### src/rtl/contador_mod_n_updown_if.sv
// Bus bundle for contador_mod_n_updown. Capture signals are present only when
// CONTADOR_CAPTURE_EN is defined.
interface contador_mod_n_updown_if #(
    parameter int WIDTH = 4
);
    logic             en;
    logic             clr;
    logic             load;
    logic [WIDTH-1:0] load_val;
    logic             up;
    logic             sat;
    logic [WIDTH-1:0] cnt;
    logic             tc;
    logic             wrap;
    logic             load_err;
`ifdef CONTADOR_CAPTURE_EN
    logic             cap;
    logic [WIDTH-1:0] cap_val;

    modport master (
        output en, clr, load, load_val, up, sat, cap,
        input  cnt, tc, wrap, load_err, cap_val
    );
    modport slave (
        input  en, clr, load, load_val, up, sat, cap,
        output cnt, tc, wrap, load_err, cap_val
    );
`else
    modport master (
        output en, clr, load, load_val, up, sat,
        input  cnt, tc, wrap, load_err
    );
    modport slave (
        input  en, clr, load, load_val, up, sat,
        output cnt, tc, wrap, load_err
    );
`endif
endinterface

### src/rtl/contador_mod_n_updown.sv
// Modulo-N up/down counter with clear/load, wrap or saturate, terminal count and
// registered wrap/load-error pulses. Optional count capture: CONTADOR_CAPTURE_EN.
module contador_mod_n_updown #(
    parameter int WIDTH     = 4,
    parameter int MODULUS   = 10,
    parameter int RESET_VAL = 0
) (
    input logic clk,
    input logic rst,
    contador_mod_n_updown_if.slave bus
);
    generate
        if (MODULUS < 2 || MODULUS > (2 ** WIDTH)) begin : g_bad_modulus
            $error("contador_mod_n_updown: MODULUS %0d outside 2..2**WIDTH", MODULUS);
        end
        if (RESET_VAL < 0 || RESET_VAL >= MODULUS) begin : g_bad_reset_val
            $error("contador_mod_n_updown: RESET_VAL %0d not below MODULUS", RESET_VAL);
        end
    endgenerate

    localparam logic [WIDTH-1:0] MAX_VAL = WIDTH'(MODULUS - 1);
    localparam logic [WIDTH-1:0] RST_VAL = WIDTH'(RESET_VAL);
    // One extra bit so the range test also works when MODULUS == 2**WIDTH
    localparam logic [WIDTH:0]   MOD_EXT = (WIDTH + 1)'(MODULUS);

    logic [WIDTH-1:0] cnt_q, cnt_nxt;
    logic             wrap_q, wrap_nxt;
    logic             err_q, err_nxt;
    logic             at_max, at_zero;

    assign at_max  = (cnt_q == MAX_VAL);
    assign at_zero = (cnt_q == '0);

    always_comb begin
        cnt_nxt  = cnt_q;
        wrap_nxt = 1'b0;
        err_nxt  = 1'b0;
        if (bus.clr) begin
            cnt_nxt = '0;
        end else if (bus.load) begin
            if ({1'b0, bus.load_val} >= MOD_EXT) begin
                cnt_nxt = MAX_VAL;
                err_nxt = 1'b1;
            end else begin
                cnt_nxt = bus.load_val;
            end
        end else if (bus.en) begin
            if (bus.up) begin
                if (!at_max) begin
                    cnt_nxt = cnt_q + 1'b1;
                end else if (!bus.sat) begin
                    cnt_nxt  = '0;
                    wrap_nxt = 1'b1;
                end
            end else begin
                if (!at_zero) begin
                    cnt_nxt = cnt_q - 1'b1;
                end else if (!bus.sat) begin
                    cnt_nxt  = MAX_VAL;
                    wrap_nxt = 1'b1;
                end
            end
        end
    end

    always_ff @(posedge clk or negedge rst) begin
        if (!rst) begin
            cnt_q  <= RST_VAL;
            wrap_q <= 1'b0;
            err_q  <= 1'b0;
        end else begin
            cnt_q  <= cnt_nxt;
            wrap_q <= wrap_nxt;
            err_q  <= err_nxt;
        end
    end

    assign bus.cnt      = cnt_q;
    assign bus.wrap     = wrap_q;
    assign bus.load_err = err_q;
    // Zero-latency so a following stage can use it directly as its enable
    assign bus.tc       = bus.en & (bus.up ? at_max : at_zero);

`ifdef CONTADOR_CAPTURE_EN
    logic [WIDTH-1:0] cap_q;

    always_ff @(posedge clk or negedge rst) begin
        if (!rst) begin
            cap_q <= '0;
        end else if (bus.cap) begin
            cap_q <= cnt_q;
        end
    end

    assign bus.cap_val = cap_q;
`endif
endmodule

### src/flat_wrapper.sv
// flat-port wrapper written by rule: the top's interface ports become plain ports
module contador_mod_n_updown_flat 
#(
    parameter int WIDTH     = 4,
    parameter int MODULUS   = 10,
    parameter int RESET_VAL = 0
)
  (clk, rst, bus_en, bus_clr, bus_load, bus_load_val, bus_up, bus_sat, bus_cnt, bus_tc, bus_wrap, bus_load_err);
  contador_mod_n_updown_if #(.WIDTH(WIDTH)) bus_i ();
  input logic clk;
  input logic rst;
  input wire logic [$bits(bus_i.en)-1:0] bus_en;
  input wire logic [$bits(bus_i.clr)-1:0] bus_clr;
  input wire logic [$bits(bus_i.load)-1:0] bus_load;
  input wire logic [$bits(bus_i.load_val)-1:0] bus_load_val;
  input wire logic [$bits(bus_i.up)-1:0] bus_up;
  input wire logic [$bits(bus_i.sat)-1:0] bus_sat;
  output wire logic [$bits(bus_i.cnt)-1:0] bus_cnt;
  output wire logic [$bits(bus_i.tc)-1:0] bus_tc;
  output wire logic [$bits(bus_i.wrap)-1:0] bus_wrap;
  output wire logic [$bits(bus_i.load_err)-1:0] bus_load_err;
  assign bus_i.en = bus_en;
  assign bus_i.clr = bus_clr;
  assign bus_i.load = bus_load;
  assign bus_i.load_val = bus_load_val;
  assign bus_i.up = bus_up;
  assign bus_i.sat = bus_sat;
  assign bus_cnt = bus_i.cnt;
  assign bus_tc = bus_i.tc;
  assign bus_wrap = bus_i.wrap;
  assign bus_load_err = bus_i.load_err;
  contador_mod_n_updown #(.WIDTH(WIDTH), .MODULUS(MODULUS), .RESET_VAL(RESET_VAL)) u_core (.clk(clk), .rst(rst), .bus(bus_i));
endmodule
### config.mk
export PLATFORM = sky130hd
export DESIGN_NAME = contador_mod_n_updown_flat
export DESIGN_NICKNAME = d
export VERILOG_FILES = /design/src/rtl/contador_mod_n_updown_if.sv /design/src/rtl/contador_mod_n_updown.sv /design/src/flat_wrapper.sv
export SDC_FILE = /design/constraint.sdc
export NUM_CORES = 1
export LEC_CHECK = 0
export ABC_AREA = 1
export CORE_AREA = 2 2 39 41
export CTS_CLUSTER_SIZE = 8
export DETAILED_ROUTE_END_ITERATION = 8
export DIE_AREA = 0 0 41 43
export PLACE_DENSITY = 0.78
export SYNTH_ARGS = -nofsm -noshare
export SYNTH_HDL_FRONTEND = slang
export SYNTH_SLANG_ARGS = --single-unit
### constraint.sdc
create_clock -name clk -period 2.5 [get_ports clk]
set_clock_uncertainty 0.05 [all_clocks]
set_input_delay 0.75 -clock clk [delete_from_list [all_inputs] [get_ports clk]]
set_output_delay 0.75 -clock clk [all_outputs]
set_load 0.005 [all_outputs]
# After elaboration in Yosys (flattened, before gate mapping)
# Cells that the tools add are included.
# totals
regBits,6
input_bits,11
out_inout_bits,7
elab_cells,33
# classes
muxes,20
reduce_logical,3
addsub,2
magnitude_cmp,1
bitwise_logic,1
eq_ne,3
# ops
op,count
4-bit 2-to-1 mux,9
1-bit 2-to-1 mux,11
"5-bit != test, second input constant",2
"4-bit by 1-bit adder with 4-bit output, second input constant",1
"4-bit equality test, second input constant",1
"4-bit >= comparator, second input constant",1
4-bit zero test,1
"4-bit by 1-bit subtractor with 4-bit output, second input constant",1
3-bit AND reduction,1
3-bit nonzero test,1
1-bit AND,1

# Depth between registers and ports, before layout
# logic_depth
ltp_word,6
depth_mapped,10
depth_no_buf,10

# Least setup slack after synthesis
# OpenSTA, ideal clock, no wires.
# synth_timing
path_type,register to output
from,"reg u_core.cnt_q[1], in the netlist u_core.bus.cnt[1]"
to,out bus_tc
required_ns,1.700
stages_incl_launch_ff,9
setup_slack_ns,0.547
arrival_time_ns,1.153
path_buffers,0
path_cell_list,dfrtp_1 -> inv_1 -> ha_1 -> nand2_2 -> nor2_4 -> nor2_1 -> inv_1 -> nand3_1 -> inv_1
# synth_via
elab_chain_cells,3
elab_cells_between_ends,4
cone_classes,1 x eq/ne; 1 x mux; 1 x bitwise; 1 x reduce/logical
# synth_lines
element,line,source
from (decl),contador_mod_n_updown.sv:26,"logic [WIDTH-1:0] cnt_q, cnt_nxt;"
from (signal assigned),contador_mod_n_updown.sv:72,cnt_q <= cnt_nxt;
4-bit equality test / 4-bit zero test (equally long branches),"contador_mod_n_updown.sv:31, contador_mod_n_updown.sv:32",
1-bit 2-to-1 mux *,contador_mod_n_updown.sv:82,assign bus.tc = bus.en & (bus.up ? at_max : at_zero);
1-bit AND *,contador_mod_n_updown.sv:82,
to (decl),flat_wrapper.sv:19,output wire logic [$bits(bus_i.tc)-1:0] bus_tc;
# Every way passes the cells marked *; elsewhere a longest branch is shown, timed or not.

# Worst setup path after layout
# layout_timing
from,in bus_en
to,out bus_tc
# layout_via
elab_chain_cells,1
# layout_lines
element,line,source
from (decl),flat_wrapper.sv:12,input wire logic [$bits(bus_i.en)-1:0] bus_en;
1-bit AND,contador_mod_n_updown.sv:82,
# Every way passes these cells.

==> key figures <==
Run status
  • Status: finished clean

Timing
  • Final setup viols: 0
  • Final Max Slew Viols: 0
  • Final Critical Period: 2.41 ns
  • Max_slew headroom: 78.5%
  • Setup ws final: 0.0944 ns
  • Setup TNS: 0 ns
  • Worst Max-Slew Pin Slew: 0.322 ns
  • Tcrit/Tclk final: 96.2%
  • Max Freq: 0.416 GHz
  • Final hold vios: 0

Route
  • Avg Vias per Cell: 4.98
  • Post-route ant nets: 0
  • Pre-antenna DRT Iters: 4
  • Vias: 652
  • DRC: 0
  • Wire per inst: 10.5 µm
  • WL final: 1.37 mm
  • First DRT Iteration DRCs: 15

Clocking
  • CTS Hold Bufs: 0
  • Max clock buf depth: 2
  • TritonCTS sink count: 6
  • Clock transition at path regs: 0.04 ns
  • CTS buffer count: 3
  • TritonCTS clock tree: done
  • H-tree lvl count: 1
  • Root Buffer: clkbuf_4
  • Clk Latency, worst-skew pair: 0.24 ns

Place
  • Gpl congestion: 0.801
  • Hpwl dp: 1.11 mm
  • Port Buffers: 17
  • Pre-CTS WS: -0.356 ns
  • DP Area: 818 µm²

Setup path
  • Crit path max fanout: 2
  • Crit-path slowest cell: clkdlybuf4s50_1
  • CP cell instances: clkdlybuf4s50_1 > nand3_1 > inv_1 > dlygate4sd2_1
  • Critical Path Sink Type: output port
  • Worst Path Arrival: 1.61 ns
  • CP max stage delay: 0.48 ns
  • Req. time, crit path: 1.70 ns
  • CP Class: input pin to output port
  • Startpoint Class: input pin

Finish
  • FF+latch area: 150 µm²
  • Commonest non-fill, non-tap cell in the layout: nand2_1
  • Number of fill cells in the layout: 129
  • Area of the multi-input gates: 373 µm²
  • Cell area after layout: 853 µm²
  • Layout cells sized above 1: 26.1%
  • Diode count: 0
  • Fin nets: 131
  • Most frequent cells in the layout: nand2_1, clkdlybuf4s50_1, nand3_1, inv_1, buf_4
  • Layout area overhead: 47.3%

Floorplanning
  • Core ar.: 1380 µm²
  • Die area: 1760 µm²
  • Starting Density: 41.9%
  • Ports: 18
  • Std cell rows: 14
  • Die Wd: 41 µm
  • Die height: 43 µm

Yosys
  • Area leader, netlist: dfrtp_1
  • Seq cells post-synth: 6
  • Post-synth top area share: 25.9%
  • Register area share after synthesis: 25.9%
  • Gate Count Post-Synth: 87
  • Post-Syn Nets: 101
  • Synthesized cell area: 579 µm²
  • Yosys Warn Count: 0
  • Post-Syn Area per Cell: 6.66 µm²
  • Top cells by area, synth: dfrtp_1, nand2_1, nand3_1
  • Synth unique cells: 21

Pwr
  • Leakage: 0.440 nW
  • Power Dens Cells: 426 nW/µm²
  • Total Power: 0.364 mW
  • VDD IR max: 0.418 mV

GRT
  • First-pass GRT wire length: 2.19 mm
  • Initial antenna violation count: 0
  • Total Routing Usage GR: 18.8%
  • Largest net degree at the start of global routing: 9
  • Vias in the first global route: 577
  • Grt ovf: 0

Worst hold path
  • Min-delay worst type: flop to flop

Run
  • Max-cap violation count: 0
Yosys cell counts:
cell type	instances
nor3_2	1
buf_6	1
o211ai_1	1
inv_2	3
ha_1	3
or2_4	1
nand3_4	1
nor2_2	1
nand4_1	3
dfrtp_1	6
inv_1	11
nand3_1	12
nor3_1	1
a21oi_1	2
o21ai_0	2
xor2_1	2
nand2_2	5
o21ai_1	1
nand2_1	24
nor2_4	1
nor2_1	5
registers in the layout (all words and copies together) (netlist names):
name,count
u_core.bus.cnt,4
u_core.bus.load_err,1
u_core.bus.wrap,1
path summary, 6_finish.rpt:
kind	start	endpoint	slack [ns]	depth (start not counted)
max	bus_en	bus_tc	0.09	4
min in group asynchronous	rst	u_core.bus.wrap	0.69	1
min	u_core.bus.cnt[1]	u_core.bus.cnt[1]	0.58	3
min reg2reg	u_core.bus.cnt[1]	u_core.bus.cnt[1]	0.58	3
max reg2reg	u_core.bus.cnt[0]	u_core.bus.cnt[3]	0.97	11
max in group asynchronous	rst	u_core.bus.cnt[1]	1.49	1
stage by stage:
step / hold WS (ns) / std cells / util [%]
floorplan: 0.404 / 87 / -
global placement: 0.548 / 127 / 59.1
detailed placement: 0.547 / 127 / 59.1
CTS: 0.558 / 130 / 60.8
global route: 0.642 / 131 / 61.7
finish: 0.576 / 131 / 61.7
critical path, delay by kind of cell:
| kind | cells | cell delay [ns] |
|---|---|---|
| AND/OR/NAND/NOR | 1 | 0.10 |
| buffers and inverters | 3 | 0.76 |
power breakdown:
group          internal, mW  total [mW]  switching [mW]
Sequential            0.106       0.120          0.0146
Combinational        0.0800       0.156          0.0761
Clock                0.0542      0.0871          0.0330
logic make-up (layout without fill, tap and decap cells):
family                   count (synthesis)  in the layout  share of synthesized area, %
AND/OR/NAND/NOR                         55             55                          48.0
buffers and inverters                   15             43                          11.0
AO/OA/AOI/OAI                            6              6                          5.62
flip-flops                               6              6                          25.9
adder cells (fa/ha/maj)                  3              3                          6.48
XOR/XNOR                                 2              2                          3.02
what timing repair did:
action | CTS | global route
endpoints found under the setup margin | 1 | 1
pin swaps | 1 | 1
resized for setup | 4 | 3
buffers inserted | 0 | 1
layout make-up:
class | count | share of cell area (%)
Sequential cell | 6 | 17.6
Timing Repair Buffer | 26 | 27.6
Clock buffer | 3 | 2.64
Inverter | 14 | 6.16
Multi-Input combinational cell | 66 | 43.7
Tap cell | 16 | 2.35
metal layers:
metal / vias to the layer above / GRT usage (%) / share of wire (%) / wire, µm
li1: 338 / - / - / -
met1: 288 / 19.5 / 40 / 552
met2: 21 / 32.2 / 54 / 736
met3: 5 / 6.28 / 4.2 / 58
met4: 0 / 8.00 / 1.6 / 22
met5: - / 0 / 0 / 0
No activity file was read; power rests on OpenSTA's default activity.
